File: src/rtl/list_pkg.sv
// Shared definitions for the list command front-end: opcodes, the
// command record layout and the controller FSM state encoding.
package list_pkg;

    // List opcodes as seen on cmd_op / op_sel
    localparam logic [2:0] OP_Read     = 3'd0;
    localparam logic [2:0] OP_Insert   = 3'd1;
    localparam logic [2:0] OP_Find_all = 3'd2;
    localparam logic [2:0] OP_Find_1st = 3'd3;
    localparam logic [2:0] OP_Sum      = 3'd4;
    localparam logic [2:0] OP_Sort_Asc = 3'd5;
    localparam logic [2:0] OP_Sort_Des = 3'd6;
    localparam logic [2:0] OP_Delete   = 3'd7;

    typedef logic [2:0] list_op_t;

    // Default-width command record. Parameterised blocks rebuild the same
    // field order {op, index, data, tag} at their own widths.
    localparam int LIST_DATA_WIDTH   = 8;
    localparam int LIST_LENGTH_WIDTH = 3;
    localparam int LIST_TAG_WIDTH    = 4;

    typedef struct packed {
        list_op_t                     op;
        logic [LIST_LENGTH_WIDTH-1:0] index;
        logic [LIST_DATA_WIDTH-1:0]   data;
        logic [LIST_TAG_WIDTH-1:0]    tag;
    } list_cmd_t;

    // Controller FSM states
    localparam logic [1:0] ST_IDLE  = 2'd0;
    localparam logic [1:0] ST_ISSUE = 2'd1;
    localparam logic [1:0] ST_RESP  = 2'd2;

endpackage

File: src/rtl/list_cmd_fifo.sv
// Synchronous command FIFO. Power-of-2 depth; read and write pointers
// carry one extra MSB so full and empty are told apart without a counter.
module list_cmd_fifo #(
    parameter int WIDTH = 18,
    parameter int DEPTH = 4,
    localparam int AW = $clog2(DEPTH),
    localparam int CW = AW + 1
) (
    input  logic             clk,
    input  logic             rst,
    input  logic             push,
    input  logic [WIDTH-1:0] push_data,
    input  logic             pop,
    output logic [WIDTH-1:0] pop_data,
    output logic             full,
    output logic             empty,
    output logic [CW-1:0]    count
);

    logic [WIDTH-1:0] mem [DEPTH];
    logic [AW:0]      wr_ptr;
    logic [AW:0]      rd_ptr;
    logic             do_push;
    logic             do_pop;

    // A push into a full FIFO is dropped even when a pop happens in the
    // same cycle; the producer only sees cmd_ready = !full.
    assign do_push = push && !full;
    assign do_pop  = pop && !empty;

    assign empty    = (wr_ptr == rd_ptr);
    assign full     = (wr_ptr[AW] != rd_ptr[AW]) &&
                      (wr_ptr[AW-1:0] == rd_ptr[AW-1:0]);
    assign count    = wr_ptr - rd_ptr;
    assign pop_data = mem[rd_ptr[AW-1:0]];

    // Pointer advance on accepted push/pop
    // NOTE: sequential state is always assigned with <= so every register
    // samples its inputs from before the clock edge.
    always_ff @(posedge clk or posedge rst) begin
        if (rst) begin
            wr_ptr <= '0;
            rd_ptr <= '0;
        end else begin
            if (do_push) wr_ptr <= wr_ptr + 1'b1;
            if (do_pop)  rd_ptr <= rd_ptr + 1'b1;
        end
    end

    // Storage write
    // NOTE: the array has no reset; the pointers alone decide which entries
    // are valid, and leaving it unreset lets it map onto plain RAM.
    always_ff @(posedge clk) begin
        if (do_push) mem[wr_ptr[AW-1:0]] <= push_data;
    end

endmodule

File: src/rtl/list_cmd_ctrl.sv
// Command front-end for the list: buffers commands, issues them one at a
// time on op_sel/op_en, and returns tagged responses with a timeout guard.
module list_cmd_ctrl
    import list_pkg::*;
#(
    parameter int DATA_WIDTH = 8,
    parameter int LENGTH     = 8,
    parameter int FIFO_DEPTH = 4,
    parameter int TAG_WIDTH  = 4,
    parameter int TIMEOUT    = 1024,
    localparam int LENGTH_WIDTH = $clog2(LENGTH),
    localparam int COUNT_WIDTH  = $clog2(FIFO_DEPTH) + 1
) (
    input  logic                             clk,
    input  logic                             rst,
    input  logic                             cmd_valid,
    output logic                             cmd_ready,
    input  logic [2:0]                       cmd_op,
    input  logic [LENGTH_WIDTH-1:0]          cmd_index,
    input  logic [DATA_WIDTH-1:0]            cmd_data,
    input  logic [TAG_WIDTH-1:0]             cmd_tag,
    output logic [2:0]                       op_sel,
    output logic                             op_en,
    output logic [LENGTH_WIDTH-1:0]          index_in,
    output logic [DATA_WIDTH-1:0]            data_in,
    input  logic [LENGTH_WIDTH+DATA_WIDTH-1:0] data_out,
    input  logic                             op_done,
    input  logic                             op_error,
    output logic                             rsp_valid,
    input  logic                             rsp_ready,
    output logic [LENGTH_WIDTH+DATA_WIDTH-1:0] rsp_data,
    output logic                             rsp_error,
    output logic                             rsp_timeout,
    output logic [2:0]                       rsp_op,
    output logic [TAG_WIDTH-1:0]             rsp_tag,
    output logic                             busy,
    output logic [COUNT_WIDTH-1:0]           fifo_count
);

    localparam int TIMER_WIDTH = (TIMEOUT > 1) ? $clog2(TIMEOUT) : 1;
    localparam logic [TIMER_WIDTH-1:0] TIMER_LAST = TIMER_WIDTH'(TIMEOUT - 1);

    // Same field order as list_cmd_t, sized by this instance's parameters
    typedef struct packed {
        logic [2:0]              op;
        logic [LENGTH_WIDTH-1:0] index;
        logic [DATA_WIDTH-1:0]   data;
        logic [TAG_WIDTH-1:0]    tag;
    } cmd_t;

    localparam int CMD_WIDTH = $bits(cmd_t);

    cmd_t                   push_cmd;
    cmd_t                   head_cmd;
    logic                   fifo_full;
    logic                   fifo_empty;
    logic                   fifo_pop;

    logic [1:0]             state;
    logic [1:0]             state_nxt;
    logic [TAG_WIDTH-1:0]   issue_tag;
    logic [TIMER_WIDTH-1:0] timer;
    logic                   issue_start;
    logic                   timer_last;

    assign push_cmd = '{op: cmd_op, index: cmd_index, data: cmd_data, tag: cmd_tag};

    list_cmd_fifo #(
        .WIDTH (CMD_WIDTH),
        .DEPTH (FIFO_DEPTH)
    ) u_fifo (
        .clk       (clk),
        .rst       (rst),
        .push      (cmd_valid),
        .push_data (push_cmd),
        .pop       (fifo_pop),
        .pop_data  (head_cmd),
        .full      (fifo_full),
        .empty     (fifo_empty),
        .count     (fifo_count)
    );

    assign cmd_ready   = !fifo_full;
    assign issue_start = (state == ST_IDLE) && !fifo_empty;
    assign fifo_pop    = issue_start;
    assign timer_last  = (timer == TIMER_LAST);

    // op_en and rsp_valid decode straight from the state register so an
    // asynchronous reset drops them without waiting for a clock.
    assign op_en     = (state == ST_ISSUE);
    assign rsp_valid = (state == ST_RESP);
    assign busy      = (state != ST_IDLE) || !fifo_empty;

    // Next-state selection; op_done outside ISSUE is ignored by construction
    // NOTE: every variable written here gets a default first, otherwise a
    // path that skips the assignment would infer a latch.
    always_comb begin
        state_nxt = state;
        case (state)
            ST_IDLE:  if (!fifo_empty)           state_nxt = ST_ISSUE;
            ST_ISSUE: if (op_done || timer_last) state_nxt = ST_RESP;
            ST_RESP:  if (rsp_ready)             state_nxt = ST_IDLE;
            default:                             state_nxt = ST_IDLE;
        endcase
    end

    // State register
    always_ff @(posedge clk or posedge rst) begin
        if (rst) state <= ST_IDLE;
        else     state <= state_nxt;
    end

    // Issue registers: loaded from the FIFO head, stable for the whole ISSUE
    always_ff @(posedge clk or posedge rst) begin
        if (rst) begin
            op_sel    <= '0;
            index_in  <= '0;
            data_in   <= '0;
            issue_tag <= '0;
        end else if (issue_start) begin
            op_sel    <= head_cmd.op;
            index_in  <= head_cmd.index;
            data_in   <= head_cmd.data;
            issue_tag <= head_cmd.tag;
        end
    end

    // Timeout counter: 0 on the first ISSUE cycle, times out at TIMEOUT-1
    always_ff @(posedge clk or posedge rst) begin
        if (rst) begin
            timer <= '0;
        end else if (issue_start) begin
            timer <= '0;
        end else if (state == ST_ISSUE) begin
            timer <= timer + 1'b1;
        end
    end

    // Response capture on completion or timeout; held untouched through RESP
    always_ff @(posedge clk or posedge rst) begin
        if (rst) begin
            rsp_data    <= '0;
            rsp_error   <= 1'b0;
            rsp_timeout <= 1'b0;
            rsp_op      <= '0;
            rsp_tag     <= '0;
        end else if (state == ST_ISSUE) begin
            if (op_done) begin
                rsp_data    <= data_out;
                rsp_error   <= op_error;
                rsp_timeout <= 1'b0;
                rsp_op      <= op_sel;
                rsp_tag     <= issue_tag;
            end else if (timer_last) begin
                rsp_data    <= '0;
                rsp_error   <= 1'b0;
                rsp_timeout <= 1'b1;
                rsp_op      <= op_sel;
                rsp_tag     <= issue_tag;
            end
        end
    end

endmodule

File: config.mk
export PLATFORM = sky130hd
export DESIGN_NAME = list_cmd_ctrl
export DESIGN_NICKNAME = d
export VERILOG_FILES = /design/src/rtl/list_pkg.sv /design/src/rtl/list_cmd_fifo.sv /design/src/rtl/list_cmd_ctrl.sv
export SDC_FILE = /design/constraint.sdc
export NUM_CORES = 1
export LEC_CHECK = 0
export BUFFER_PORTS_ARGS = -buffer_cell sky130_fd_sc_hd__buf_2
export CAP_MARGIN = 25
export CORE_ASPECT_RATIO = 0.5
export CORE_MARGIN = 4
export CORE_UTILIZATION = 48
export DETAILED_ROUTE_END_ITERATION = 7
export PLACE_DENSITY = 0.7
export SLEW_MARGIN = 20
export SYNTH_ARGS = -nofsm -noshare
export SYNTH_HDL_FRONTEND = slang
export SYNTH_HIERARCHICAL = 1
export SYNTH_SLANG_ARGS = --single-unit
File: constraint.sdc
create_clock -name clk -period 4.62 [get_ports clk]
set_input_delay 0.462 -clock clk [delete_from_list [all_inputs] [get_ports clk]]
set_output_delay 0.462 -clock clk [all_outputs]
set_load 0.02 [all_outputs]
==> impl_metrics.py, run 1 <==
metrics = {
    "run_status": {
        "status": "finished clean",
    },
    "global_route": {
        "grt_use_total_pct": 16.9,
        "antenna_found_initial": 0,
        "grt_pass1_vias": 3451,
        "grt_pass1_wl_um": 18000,
        "grt_overflow": 0,
        "grt_max_degree": 29,
    },
    "floorplan": {
        "rows": 27,
        "dieArea_mm2": 0.0134,
        "die_x_um": 159,
        "initial_utilization_pct": 49.6,
        "die_h_um": 83.7,
        "core_area_mm2": 0.0111,
        "ios": 76,
    },
    "setup_path": {
        "end_kind": "register",
        "r2r_end": "u_fifo/rd_ptr[1]",
        "ff2ff_setup_slack_ns": 2.02,
        "r2r_cells": 9,
        "cp.arrival_ns": 2.90,
        "r2r-start": "u_fifo/rd_ptr[1]",
        "crit_type": "register to register",
        "start_kind": "register",
        "cp.required_ns": 4.91,
        "worst-path-max-fanout": 23,
    },
    "synthesis": {
        "ys_seq_elements": 128,
        "synth_compound_area_share_pct": 7.52,
        "synth_edf_count": 72,
        "ys.flop_type": "edfxtp_1",
        "synthSimpleGateAreaFrac_pct": 12.0,
        "ys_warn_count": 6,
        "synthMuxAreaShare_pct": 9.40,
        "ys_types": 48,
        "synth_area_leaders": "edfxtp_1 39%, dfrtp_1 25%, mux4_2 7.4%",
        "syn_area_per_cell_um2": 13.9,
        "synthesis.area_mm2": 0.00551,
        "syn_inst": 397,
        "synthAdderAreaFrac_pct": 2.18,
        "synth_seq_area_share_pct": 64.7,
        "synth_xor_xnor_area_share_pct": 0.772,
        "netlist.area_leader.share_pct": 39.3,
        "synth_nets": 441,
        "postSynth.asyncResetShare_pct": 43.8,
        "synth_top_family_by_area": "simple AND/OR/NAND/NOR gates",
        "synth.largest_area_cell": "edfxtp_1",
    },
    "worst_hold_path": {
        "min_path_cells": 1,
        "hold_end": "u_fifo/mem[3][8]",
        "hp-class": "input pin to register",
        "hold_path_startpoint": "cmd_data[4]",
    },
    "place": {
        "port_buffers": 75,
        "place_ws_ns": 2.02,
        "place_hpwl_um": 6740,
        "placed_cells": 602,
        "globalplace.congestion": 0.726,
    },
    "cells_and_area": {
        "final_common_cell": "buf_2",
        "final_util_pct": 59.0,
        "finalNonFillerCells": 635,
        "nets": 521,
        "drive_above_1_share_pct": 28.0,
        "fill_cells": 871,
        "layout_common_cells": "75 x buf_2, 72 x edfxtp_1, 70 x nand2_1",
        "diodes": 0,
        "seqCellArea_mm2": 0.00356,
        "area_growth_pct": 19.2,
        "multiInputGateArea_mm2": 0.00176,
    },
    "clocking": {
        "postCtsResizedCells": 0,
        "clkLatencyLatePin_ns": 0.41,
        "postCtsSetupRepairBufs": 0,
        "cts_root_buf": "clkbuf_16",
        "clk_pin_slew_ns": 0.06,
        "cts.sinks": 128,
        "cts_buffers": 17,
        "cts_tree": "done",
        "cts.path.max_buffers": 2,
        "cts_hold_buf": 1,
        "h-tree-depth": 4,
    },
    "sta": {
        "finalMaxSlewViolations": 0,
        "finalSetupTns_ns": 0,
        "finalCriticalPeriod_ns": 2.60,
        "fmax_mhz": 384,
        "hold_violations": 0,
        "rsz0062_at_grt": "false",
        "setup_viol": 0,
        "fin_skew_ns": 0.0175,
        "fin_crit_sh_pct": 56.3,
        "max_slew_margin_pct": 34.4,
        "worst_pin_slew_ns": 0.984,
        "fin_ws_ns": 2.02,
        "hold_ws_ns": 0.271,
    },
    "route": {
        "routed_wl_um": 10700,
        "route.detailed.drc": 0,
        "drtAntennaViolNets": 0,
        "wl_per_cell_um": 16.9,
        "avgViaCountPerCell": 5.44,
        "vias": 3456,
        "drt-initial-drc-count": 184,
        "drtPass1Iterations": 4,
    },
    "power": {
        "sw_frac_of_total_pct": 36.2,
        "combPwrFrac_pct": 36.3,
        "switching_power_uw": 1740,
        "leakage_uw": 0.00266,
        "p_int_uw": 3070,
        "seq_power_share_pct": 37.5,
        "ir_worst_vdd_v": 0.000297,
        "pwr-share-clk_pct": 26.2,
        "power_density_mw_per_mm2": 732,
    },
    "run": {
        "max-cap-violations": 0,
    },
}
## power by group through the flow
stage | clock (uW) | combinational [uW] | sequential, uW
floorplan | 0 | 1200 | 1920
global placement | 0 | 1720 | 1810
detailed placement | 0 | 1750 | 1820
CTS | 1280 | 1760 | 1810
global route | 1340 | 1920 | 1850
finish | 1260 | 1740 | 1800
## Yosys cell counts, types with 5 or more instances
cell type and n:
clkbuf_1 5, o211ai_1 8, a221oi_1 7, a22oi_1 12, dfrtp_1 56, mux2i_1 6, buf_2 8, and4b_1 7
nand3_1 12, inv_1 15, mux4_2 18, nor2b_1 8, o21ai_0 22, ha_1 8, edfxtp_1 72, nand2b_1 13
nand2_1 70
## area by class of cell
cell class	instances	share of cell area, %
flip-flops and latches	128	54.3
multi-input cells	233	26.8
clock buffers	22	6.77
repair buffers	81	6.75
well taps	145	2.76
clock inverters	10	1.72
inverters	16	0.915
## registers in the layout (all words and copies together) (netlist names), 4 cells and up
| register | cells |
|---|---|
| u_fifo/mem | 72 |
| timer | 10 |
| data_in | 8 |
| rsp_data | 11 |
| rsp_tag | 4 |
| issue_tag | 4 |
## metrics by stage
stage                     power, uW  instance area, um^2
final                          4800                 6560
after global placement         3530                 5970
after floorplan                3120                 5510
after CTS                      4850                 6560
after global routing           5110                 6560
after detailed placement       3580                 6000
## logic make-up after synthesis
family / Yosys count
compound gates: 61
xor+xnor: 4
fa+ha+maj: 9
buf+inv: 36
flops: 128
mux: 28
simple gates: 131
## worst max path at each step
stage | from | endpoint | cells after the start
final | u_fifo/rd_ptr[1] | u_fifo/rd_ptr[1] | 9
after floorplan | u_fifo/rd_ptr[1] | u_fifo/rd_ptr[1] | 11
after global routing | u_fifo/rd_ptr[1] | u_fifo/rd_ptr[1] | 9
after detailed placement | u_fifo/rd_ptr[1] | u_fifo/rd_ptr[1] | 9
after global placement | u_fifo/rd_ptr[1] | u_fifo/rd_ptr[1] | 9
after CTS | u_fifo/rd_ptr[1] | u_fifo/rd_ptr[1] | 9
## worst max-delay path, stage by stage (launching register included)
cell and delay [ns]:
dfrtp_1 0.32, buf_4 0.28, inv_1 0.13, ha_1 0.32, nand2_1 0.19, nor2_1 0.08
or3_1 0.39, inv_2 0.34, o21ai_2 0.14, mux2_4 0.31
## per-layer routing
layer / track usage, % / vias to the layer above / share of wire [%] / routed length [um]
met2: 26.5 / 96 / 48 / 5140
met3: 5.08 / 9 / 4.8 / 514
met1: 23.0 / 1703 / 47 / 5010
li1: - / 1648 / - / -
met5: 0 / - / 0 / 0
met4: 5.04 / 0 / 0.57 / 61
Power figures use the tool's default switching activity.
==> run 2: changes to the inputs <==
Clock period 4.62 ns to 2.6 ns, I/O delays scaled along.
==> run 2 against run 1 <==
Compared with the run above: die area stayed put; global-route usage is 0.59 points higher; setup slack worse by 1.8 ns; utilization is 0.83 points higher; power is 83% higher; first-iteration DRC count is 9.8% higher; sequential share of layout area is 0.76 points lower; largest cell class unchanged.
==> impl_metrics.py, run 2 (synthesis gave the netlist of run 1 again) <==
metrics = {
    "clocking": {
        "cts.sinks": 128,
        "cts_buffers": 17,
        "h-tree-depth": 4,
        "cts_tree": "done",
        "cts.path.max_buffers": 2,
        "clkLatencyLatePin_ns": 0.41,
        "clk_pin_slew_ns": 0.06,
        "postCtsSetupRepairBufs": 0,
        "cts_root_buf": "clkbuf_16",
    },
    "place": {
        "place_ws_ns": 0.467,
        "port_buffers": 75,
        "placed_cells": 610,
        "place_hpwl_um": 6930,
        "placed_area_mm2": 0.00604,
        "globalplace.congestion": 0.736,
    },
    "route": {
        "route.detailed.drc": 0,
        "routed_wl_um": 11100,
        "drt-initial-drc-count": 202,
        "drtAntennaViolNets": 0,
        "wl_per_cell_um": 17.2,
        "avgViaCountPerCell": 5.40,
        "vias": 3473,
        "drtPass1Iterations": 4,
    },
    "sta": {
        "rsz0062_at_grt": "false",
        "finalCriticalPeriod_ns": 2.40,
        "finalMaxSlewViolations": 0,
        "fin_skew_ns": 0.00701,
        "max_slew_margin_pct": 58.5,
        "setup_viol": 0,
        "hold_violations": 0,
        "fin_crit_sh_pct": 92.2,
        "fin_ws_ns": 0.202,
        "worst_pin_slew_ns": 0.619,
        "finalSetupTns_ns": 0,
        "fmax_mhz": 417,
    },
    "setup_path": {
        "end_kind": "output pin",
        "cp.arrival_ns": 2.14,
        "start_kind": "register",
        "cp.required_ns": 2.34,
        "worst-path-max-fanout": 13,
        "crit_type": "register to output pin",
    },
    "floorplan": {
        "core_area_mm2": 0.0111,
        "rows": 27,
        "initial_utilization_pct": 49.6,
        "dieArea_mm2": 0.0134,
        "die_x_um": 159,
        "ios": 76,
        "die_h_um": 83.7,
    },
    "power": {
        "ir_worst_vdd_v": 0.000586,
        "power_density_mw_per_mm2": 1320,
        "leakage_uw": 0.00271,
    },
    "cells_and_area": {
        "finalNonFillerCells": 643,
        "diodes": 0,
        "seqCellArea_mm2": 0.00356,
        "area_growth_pct": 20.8,
        "fill_cells": 873,
        "final_util_pct": 59.9,
        "nets": 529,
        "largest_reg_flops": 72,
        "drive_above_1_share_pct": 29.7,
        "layout_common_cells": "75 x buf_2, 72 x edfxtp_1, 70 x nand2_1",
        "final_common_cell": "buf_2",
        "multiInputGateArea_mm2": 0.00176,
        "fin_area_mm2": 0.00666,
    },
    "run_status": {
        "status": "finished clean",
    },
    "worst_hold_path": {
        "hp-class": "input pin to register",
    },
    "global_route": {
        "grt_max_degree": 29,
        "grt_overflow": 0,
        "antenna_found_initial": 0,
        "grt_pass1_wl_um": 18300,
        "grt_use_total_pct": 17.5,
        "grt_pass1_vias": 3470,
    },
    "run": {
        "max-cap-violations": 0,
    },
}
## run 2: cell types whose count changed in the layout (fill, tap and decap cells not counted), moves of 4 or more
cell	before	now
clkbuf_1	5	1
clkinv_2	4	0
inv_6	1	5
buf_4	4	13
## run 2: final cells by class
| type | instances | share of cell area [%] |
|---|---|---|
| inverters | 16 | 0.902 |
| multi-input cells | 233 | 26.4 |
| well taps | 145 | 2.73 |
| clock inverters | 14 | 2.71 |
| clock buffers | 18 | 6.45 |
| flip-flops and latches | 128 | 53.5 |
| repair buffers | 89 | 7.26 |
## run 2: layer usage
metal	up-vias	track usage, %	part of all wire, %
li1	1663	-	-
met1	1712	22.8	46
met2	85	28.1	49
met3	13	4.74	4.5
met4	0	7.09	1.1
met5	-	0	0
## run 2: power by group
| group | switching [uW] | internal, uW | total, uW |
|---|---|---|---|
| logic | 1890 | 1270 | 3160 |
| registers | 401 | 2810 | 3210 |
| clock network | 903 | 1530 | 2430 |
| total | 3190 | 5610 | 8810 |
## run 2: timing repair
item                                   in CTS  in global routing
hold buffers                                1                  0
gates resized for setup                     0                  0
endpoints found under the hold margin      17                  0
## run 2: path summary, 6_finish.rpt
check	from	end	slack [ns]	depth (start not counted)
worst max-delay path	state[0]	op_en	0.20	3
worst min-delay path	cmd_data[6]	u_fifo/mem[3][10]	0.06	1
worst max register to register	u_fifo/wr_ptr[0]	timer[6]	0.43	8
worst min register to register	index_in[2]	index_in[2]	0.47	2
max in group asynchronous	rst	rsp_data[3]	1.61	4
min in group asynchronous	rst	u_fifo/wr_ptr[1]	0.33	3
## run 2: worst max-delay path, cell delays in order (launching register included)
cell      delay [ns]
dfrtp_1         0.61
nand2b_1        0.37
inv_1           0.49
buf_2           0.26
## run 2: through the flow
step / total power, uW / hold slack, ns
finish: 8810 / 0.0641
global route: 9370 / 0.0591
CTS: 8910 / 0.0457
detailed placement: 6440 / 0.217
global placement: 6360 / 0.214
floorplan: 5550 / 0.0510
